==> config.mk <==
export PLATFORM = sky130hd
export DESIGN_NAME = keypad_scanner
export DESIGN_NICKNAME = d
export VERILOG_FILES = /design/src/rtl/keypad_scanner.sv
export SDC_FILE = /design/constraint.sdc
export NUM_CORES = 1
export LEC_CHECK = 0
export CORE_MARGIN = 4
export CORE_UTILIZATION = 50
export CTS_CLUSTER_DIAMETER = 200
export CTS_CLUSTER_SIZE = 12
export DETAILED_ROUTE_END_ITERATION = 10
export GPL_TIMING_DRIVEN = 0
export PLACE_DENSITY = 0.64
export SYNTH_ARGS = -nofsm -noshare
export SYNTH_HDL_FRONTEND = slang
export SYNTH_SLANG_ARGS = --single-unit
==> constraint.sdc <==
create_clock -name clk -period 9.3 [get_ports clk]
set_input_delay 1.86 -clock clk [delete_from_list [all_inputs] [get_ports clk]]
set_output_delay 1.86 -clock clk [all_outputs]
set_load 0.02 [all_outputs]
==> src/rtl/keypad_scanner.sv <==
// Matrix-keypad scanner: one-cold column drive, synchronised row sampling,
// frame-based single/multi key classification, debounce and a valid/ready press event.
module keypad_scanner #(
  parameter int NUM_ROWS        = 4,
  parameter int NUM_COLS        = 4,
  parameter int SCAN_CYCLES     = 100000,
  parameter int SETTLE_CYCLES   = 8,
  parameter int DEBOUNCE_FRAMES = 3,
  parameter int CODE_W          = $clog2(NUM_ROWS*NUM_COLS)
) (
  input  logic              clk,
  input  logic              rst,
  input  logic [NUM_ROWS-1:0] row,
  output logic [NUM_COLS-1:0] col,
  output logic [CODE_W-1:0] key_code,
  output logic              key_valid,
  input  logic              key_ready,
  output logic              key_held,
  output logic              key_multi,
  output logic              overflow
);

  localparam int CNT_W = $clog2(SCAN_CYCLES);
  localparam int COL_W = $clog2(NUM_COLS);
  localparam int DB_W  = $clog2(DEBOUNCE_FRAMES+1);

  typedef enum logic [1:0] {S_DRIVE, S_SAMPLE, S_DWELL} scan_state_t;
  typedef enum logic [1:0] {K_NONE, K_SINGLE, K_MULTI} key_class_t;

  scan_state_t r_state, w_state_nxt;
  logic [NUM_ROWS-1:0]               r_row_meta, r_row_sync;
  logic [CNT_W-1:0]                  r_cnt, w_cnt_nxt;
  logic [COL_W-1:0]                  r_col_idx, w_col_nxt;
  logic [NUM_COLS-1:0]               r_col, w_col_drv;
  logic [NUM_COLS-1:0][NUM_ROWS-1:0] r_map;
  logic                              r_eof, w_wrap, w_sample;
  logic [1:0]                        w_nset;
  logic [CODE_W-1:0]                 w_code;
  key_class_t                        w_cls;
  key_class_t                        r_cand_cls, r_deb_cls;
  logic [CODE_W-1:0]                 r_cand_code, r_deb_code;
  logic [DB_W-1:0]                   r_stab, w_stab_nxt;
  logic                              w_same, w_accept, w_event;
  logic [CODE_W-1:0]                 r_key_code;
  logic                              r_key_valid, r_overflow;

  always_comb begin
    w_state_nxt = r_state;
    w_cnt_nxt   = r_cnt + CNT_W'(1);
    w_col_nxt   = r_col_idx;
    w_sample    = 1'b0;
    w_wrap      = 1'b0;
    case (r_state)
      S_DRIVE:  if (r_cnt == CNT_W'(SETTLE_CYCLES+1)) w_state_nxt = S_SAMPLE;
      S_SAMPLE: begin
        w_sample    = 1'b1;
        w_state_nxt = S_DWELL;
      end
      S_DWELL: begin
        if (r_cnt == CNT_W'(SCAN_CYCLES-1)) begin
          w_state_nxt = S_DRIVE;
          w_cnt_nxt   = '0;
          if (r_col_idx == COL_W'(NUM_COLS-1)) begin
            w_col_nxt = '0;
            w_wrap    = 1'b1;
          end else begin
            w_col_nxt = r_col_idx + COL_W'(1);
          end
        end
      end
      default: w_state_nxt = S_DRIVE;
    endcase
  end

  assign w_col_drv = ~(NUM_COLS'(1) << w_col_nxt);

  // Count set bits saturating at two; the code is only meaningful when exactly one is set.
  always_comb begin
    w_nset = 2'd0;
    w_code = '0;
    for (int c = 0; c < NUM_COLS; c++) begin
      for (int r = 0; r < NUM_ROWS; r++) begin
        if (r_map[c][r]) begin
          if (w_nset != 2'd2) w_nset = w_nset + 2'd1;
          w_code = CODE_W'(r*NUM_COLS + c);
        end
      end
    end
    w_cls = K_NONE;
    case (w_nset)
      2'd0:    w_cls = K_NONE;
      2'd1:    w_cls = K_SINGLE;
      default: w_cls = K_MULTI;
    endcase
  end

  assign w_same     = (w_cls == r_cand_cls) && ((w_cls != K_SINGLE) || (w_code == r_cand_code));
  assign w_stab_nxt = !w_same ? DB_W'(1) :
                      (r_stab == DB_W'(DEBOUNCE_FRAMES)) ? r_stab : r_stab + DB_W'(1);
  assign w_accept   = r_eof && (w_stab_nxt == DB_W'(DEBOUNCE_FRAMES));
  assign w_event    = w_accept && (w_cls == K_SINGLE) &&
                      !((r_deb_cls == K_SINGLE) && (r_deb_code == w_code));

  always_ff @(posedge clk or posedge rst) begin
    if (rst) begin
      r_row_meta  <= '1;
      r_row_sync  <= '1;
      r_state     <= S_DRIVE;
      r_cnt       <= '0;
      r_col_idx   <= '0;
      r_col       <= '1;
      r_map       <= '0;
      r_eof       <= 1'b0;
      r_cand_cls  <= K_NONE;
      r_cand_code <= '0;
      r_stab      <= '0;
      r_deb_cls   <= K_NONE;
      r_deb_code  <= '0;
      r_key_code  <= '0;
      r_key_valid <= 1'b0;
      r_overflow  <= 1'b0;
    end else begin
      r_row_meta <= row;
      r_row_sync <= r_row_meta;
      r_state    <= w_state_nxt;
      r_cnt      <= w_cnt_nxt;
      r_col_idx  <= w_col_nxt;
      r_col      <= w_col_drv;
      r_eof      <= w_wrap;
      // Column 0 of the next frame samples well after the classify cycle, so clearing here is safe.
      if (r_eof)         r_map <= '0;
      else if (w_sample) r_map[r_col_idx] <= ~r_row_sync;
      if (r_eof) begin
        r_cand_cls  <= w_cls;
        r_cand_code <= w_code;
        r_stab      <= w_stab_nxt;
        if (w_accept) begin
          r_deb_cls  <= w_cls;
          r_deb_code <= w_code;
        end
      end
      if (w_event && (!r_key_valid || key_ready)) begin
        r_key_valid <= 1'b1;
        r_key_code  <= w_code;
      end else begin
        if (w_event)   r_overflow  <= 1'b1;
        if (key_ready) r_key_valid <= 1'b0;
      end
    end
  end

  assign col       = r_col;
  assign key_code  = r_key_code;
  assign key_valid = r_key_valid;
  assign key_held  = (r_deb_cls == K_SINGLE);
  assign key_multi = (r_deb_cls == K_MULTI);
  assign overflow  = r_overflow;

endmodule

==> metrics.md <==
| Metric | Value |
|---|---|
| DP Wirelength | ~8000 um |
| Gr usage total | between 10% and 20% |
| Antenna-violating nets left | 0 |
| Placed cell area | roughly 5300 sq um |
| Post-CTS Hold Buffers | 0 |
| Max stage delay cell, worst path | o32ai_1 |
| DRC | 0 |
| Post-Synth Simple-Gate Area | just over 20% |
| Drt total wl | ~11,000 um |
| Worst R2R Path Depth | 25 |
| Worst Skew | between 0.01 and 0.015 ns |
| Unique masters post-synth | 96 |
| Post-synthesis cell count | approximately 520 |
| Worst skew pair latency | between 0.3 and 0.4 ns |
| Layout Utilization | between 50% and 60% |
| GRT overflow | 0 |
| Mapped Avg Cell Area | about 9.5 sq um |
| IO buf count | 18 |
| Pin count of the biggest net entering global routing | 71 |
| Hold endpoint | r_row_sync[0] |
| Unrepaired setup endpoints after global routing | no |
| Asr flop ratio synth | 100.0% |
| Final Max Tran Viols | 0 |
| Worst setup EP type | flip-flop |
| Slew @ Worst Pin | ~0.83 ns |
| Fin crit period | about 7.5 ns |
| Pwr per Cell Area | between 100 and 150 nW/um^2 |
| Vias in the first global route | just over 4k |
| Top_reg_cell synth | dfrtp_1 |
| Area grow syn2layout | 11.83% |
| CTS tree | done |
| Pwr Total | ~0.72 mW |
| Outcome | finished clean |
| Kind of critical path | reg2reg |
| RePlAce Congestion | ~0.94 |
| Synth Area in Compound Gates | a little over a quarter |
| CTS Root Cell | clkbuf_8 |
| Synthesized area | ~5000 sq um |
| Fillers | approximately 900 |
| Post-Synth Adder-Cell Area | approximately 2.8% |
| Cells on Worst Hold Path | 0 |
| Antenna cells | 0 |
| Post-synth EDFFs | 0 |
| Die area | 11,600 sq um |
| Drt pass-1 iters | 5 |
| Worst path max stage delay | around 0.51 ns |
| Number of setup buffers added after CTS | 0 |
| Vias | around 4.0k |
| Setup TNS | 0 ns |
| Starting DRT DRC Count | between 200 and 250 |
| Vias per Instance | around 5.8 |
| CTS Buf Count | 9 |
| CP Max Fanout | 7 |
| R2R Path End | key_code[0] |
| H-tree depth | 3 |
| Core Rows | 36 |
| Mux cell area share after synthesis | about 4.6% |
| Die Wd | 107.7 um |
| Antenna violations before repair | 0 |
| Final Cycle Share | 80.67% |
| Final nets | 570 |
| Static Leak | 2.251 nW |
| Max_slew headroom | 44.75% |
| Fraction of layout cells with a size suffix above 1 | 15.98% |
| VDD IR-drop max | roughly 0.00013 V |
| Warnings, synthesis | 0 |
| Post-route cell area | between 5000 and 6000 sq um |
| Clk slew on worst S/H paths | approximately 0.070 ns |
| Worst EP arrival | 7.73 ns |
| Worst reg-to-reg setup slack | roughly 1.8 ns |
| Die height | about 110 um |
| WL per Instance | roughly 15 um |
| Min-delay worst type | reg2reg |
| Endpoints failing hold | 0 |
| Sinks on Clock Net | 70 |
| Hold slack | 0.3530 ns |
| # IOs | 19 |
| FMAX | ~130 MHz |
| Starting Density | about half |
| Post-CTS sizing | 0 |
| CTS max path bufs | 2 |
| Synthesis-stage register bit count | 70 |
| Finish-stage setup viols | 0 |
| Max-cap violations | 0 |
| Xor/xnor share of the synthesized area | under 10% |
| First-pass GRT wire length | 18,950 um |
| Main combinational cell family by area after synthesis | compound AO/OA/AOI/OAI gates |
| Setup crit start kind | flip-flop |
| Worst Path Required | ~9.5 ns |
| Sequential fraction of the synthesis area | approximately 36% |
| Min-delay src | r_row_meta[0] |
| Mapped Nets | about 540 |
| Core area | 9729 sq um |
| Critical R2R Launch | r_map[1] |
-- stage by stage --
stage	worst slack [ns]	instances
6_report	1.798	690
5_1_grt	1.220	690
4_1_cts	1.821	690
3_5_place_dp	1.837	674
3_3_place_gp	1.974	674
2_1_floorplan	2.624	523
-- worst max-delay path: cells and delay by family (launching register included) --
family	cells	cell delay, ns
compound gates	13	3.68
buf+inv	2	0.23
mux	2	0.55
fa+ha+maj	2	0.67
flops	1	0.40
simple gates	6	1.84
-- flip-flops by register name, summed over array words and instances, names as in the netlist --
name / cells
overflow: 1
r_cand_code: 4
r_cnt: 17
r_row_sync: 4
key_valid: 1
r_state: 2
r_eof: 1
col: 4
key_code: 4
r_deb_cls: 2
r_row_meta: 4
r_stab: 2
r_cand_cls: 2
r_deb_code: 4
r_map: 16
r_col_idx: 2
-- metal layers --
metal	GRT usage, %	vias up	routed length [um]
met4	7.665	0	225
met1	26.73	1936	5080
li1	-	2007	-
met3	2.100	18	233
met2	32.64	68	5087
met5	0	-	0
-- Yosys cell counts (7+ instances only) --
library cell / number / area, sq um
inv_1: 22 / 82.58
and2_1: 9 / 56.30
dfrtp_1: 58 / 1451
dfstp_2: 12 / 315.3
ha_1: 11 / 137.6
nand3_1: 14 / 70.07
a21o_1: 8 / 60.06
nor2b_1: 7 / 43.79
xnor2_1: 13 / 113.9
or2_2: 7 / 43.79
nor2_1: 61 / 229.0
a211oi_1: 20 / 150.1
xor2_1: 11 / 96.34
clkbuf_1: 15 / 56.30
o21ai_0: 14 / 70.07
mux2i_1: 8 / 80.08
a21oi_1: 24 / 120.1
nor3_1: 13 / 65.06
nor4_1: 12 / 75.07
nand2_1: 34 / 127.6
-- logic make-up after synthesis --
family | Yosys count
AOI/OAI and AO/OA | 154
xor gates and xnor gates | 27
adders and majority gates | 11
buffers and inverters | 46
DFF | 70
muxes | 20
and+or+nand+nor | 195
-- area by class of cell --
class	instances	area (sq um)	share of cell area [%]
Buffer	22	102.6	1.846
Inverter	24	92.59	1.666
Sequential cell	70	1767	31.78
Timing Repair Buffer	18	180.2	3.241
Clock buffer	10	127.6	2.296
Clock inverter	6	111.4	2.003
Multi-Input combinational cell	407	3012	54.18
Tap cell	133	166.4	2.993
-- worst max-delay path by stage --
stage	start	endpoint	slack, ns	cells past startpoint
2_1_floorplan	r_map[0]	key_code[0]	2.62	25
3_3_place_gp	r_map[0]	key_code[0]	1.97	24
3_5_place_dp	r_map[0]	key_code[0]	1.84	24
4_1_cts	r_map[0]	key_code[0]	1.82	24
5_1_grt	r_map[1]	key_code[0]	1.22	25
6_report	r_map[1]	key_code[0]	1.80	25
-- where the power goes --
part / internal [mW] / switching [mW] / leakage [nW] / total [mW]
clock: 0.178 / 0.113 / 0.116 / 0.291
combinational: 0.0481 / 0.0727 / 1.24 / 0.121
sequential: 0.308 / 0.00287 / 0.897 / 0.311
total: 0.535 / 0.189 / 2.25 / 0.724
-- cell usage in the layout, fill, tap and decap left out, types with 4 or more instances in the layout --
| cell | instances |
|---|---|
| a211oi_1 | 20 |
| a21o_1 | 8 |
| a21oi_1 | 24 |
| a31oi_1 | 6 |
| and2_1 | 9 |
| buf_2 | 4 |
| clkbuf_1 | 16 |
| clkbuf_8 | 9 |
| clkdlybuf4s50_1 | 18 |
| dfrtp_1 | 58 |
| dfstp_2 | 12 |
| ha_1 | 11 |
| inv_1 | 21 |
| mux2_2 | 5 |
| mux2_4 | 4 |
| mux2i_1 | 8 |
| nand2_1 | 34 |
| nand3_1 | 14 |
| nand4_1 | 5 |
| nor2_1 | 61 |
| nor2b_1 | 7 |
| nor3_1 | 13 |
| nor4_1 | 12 |
| o211ai_1 | 4 |
| o21ai_0 | 14 |
| o31ai_1 | 6 |
| or2_2 | 7 |
| or3_1 | 6 |
| xnor2_1 | 13 |
| xor2_1 | 11 |
(Power assumes the default switching activity.)
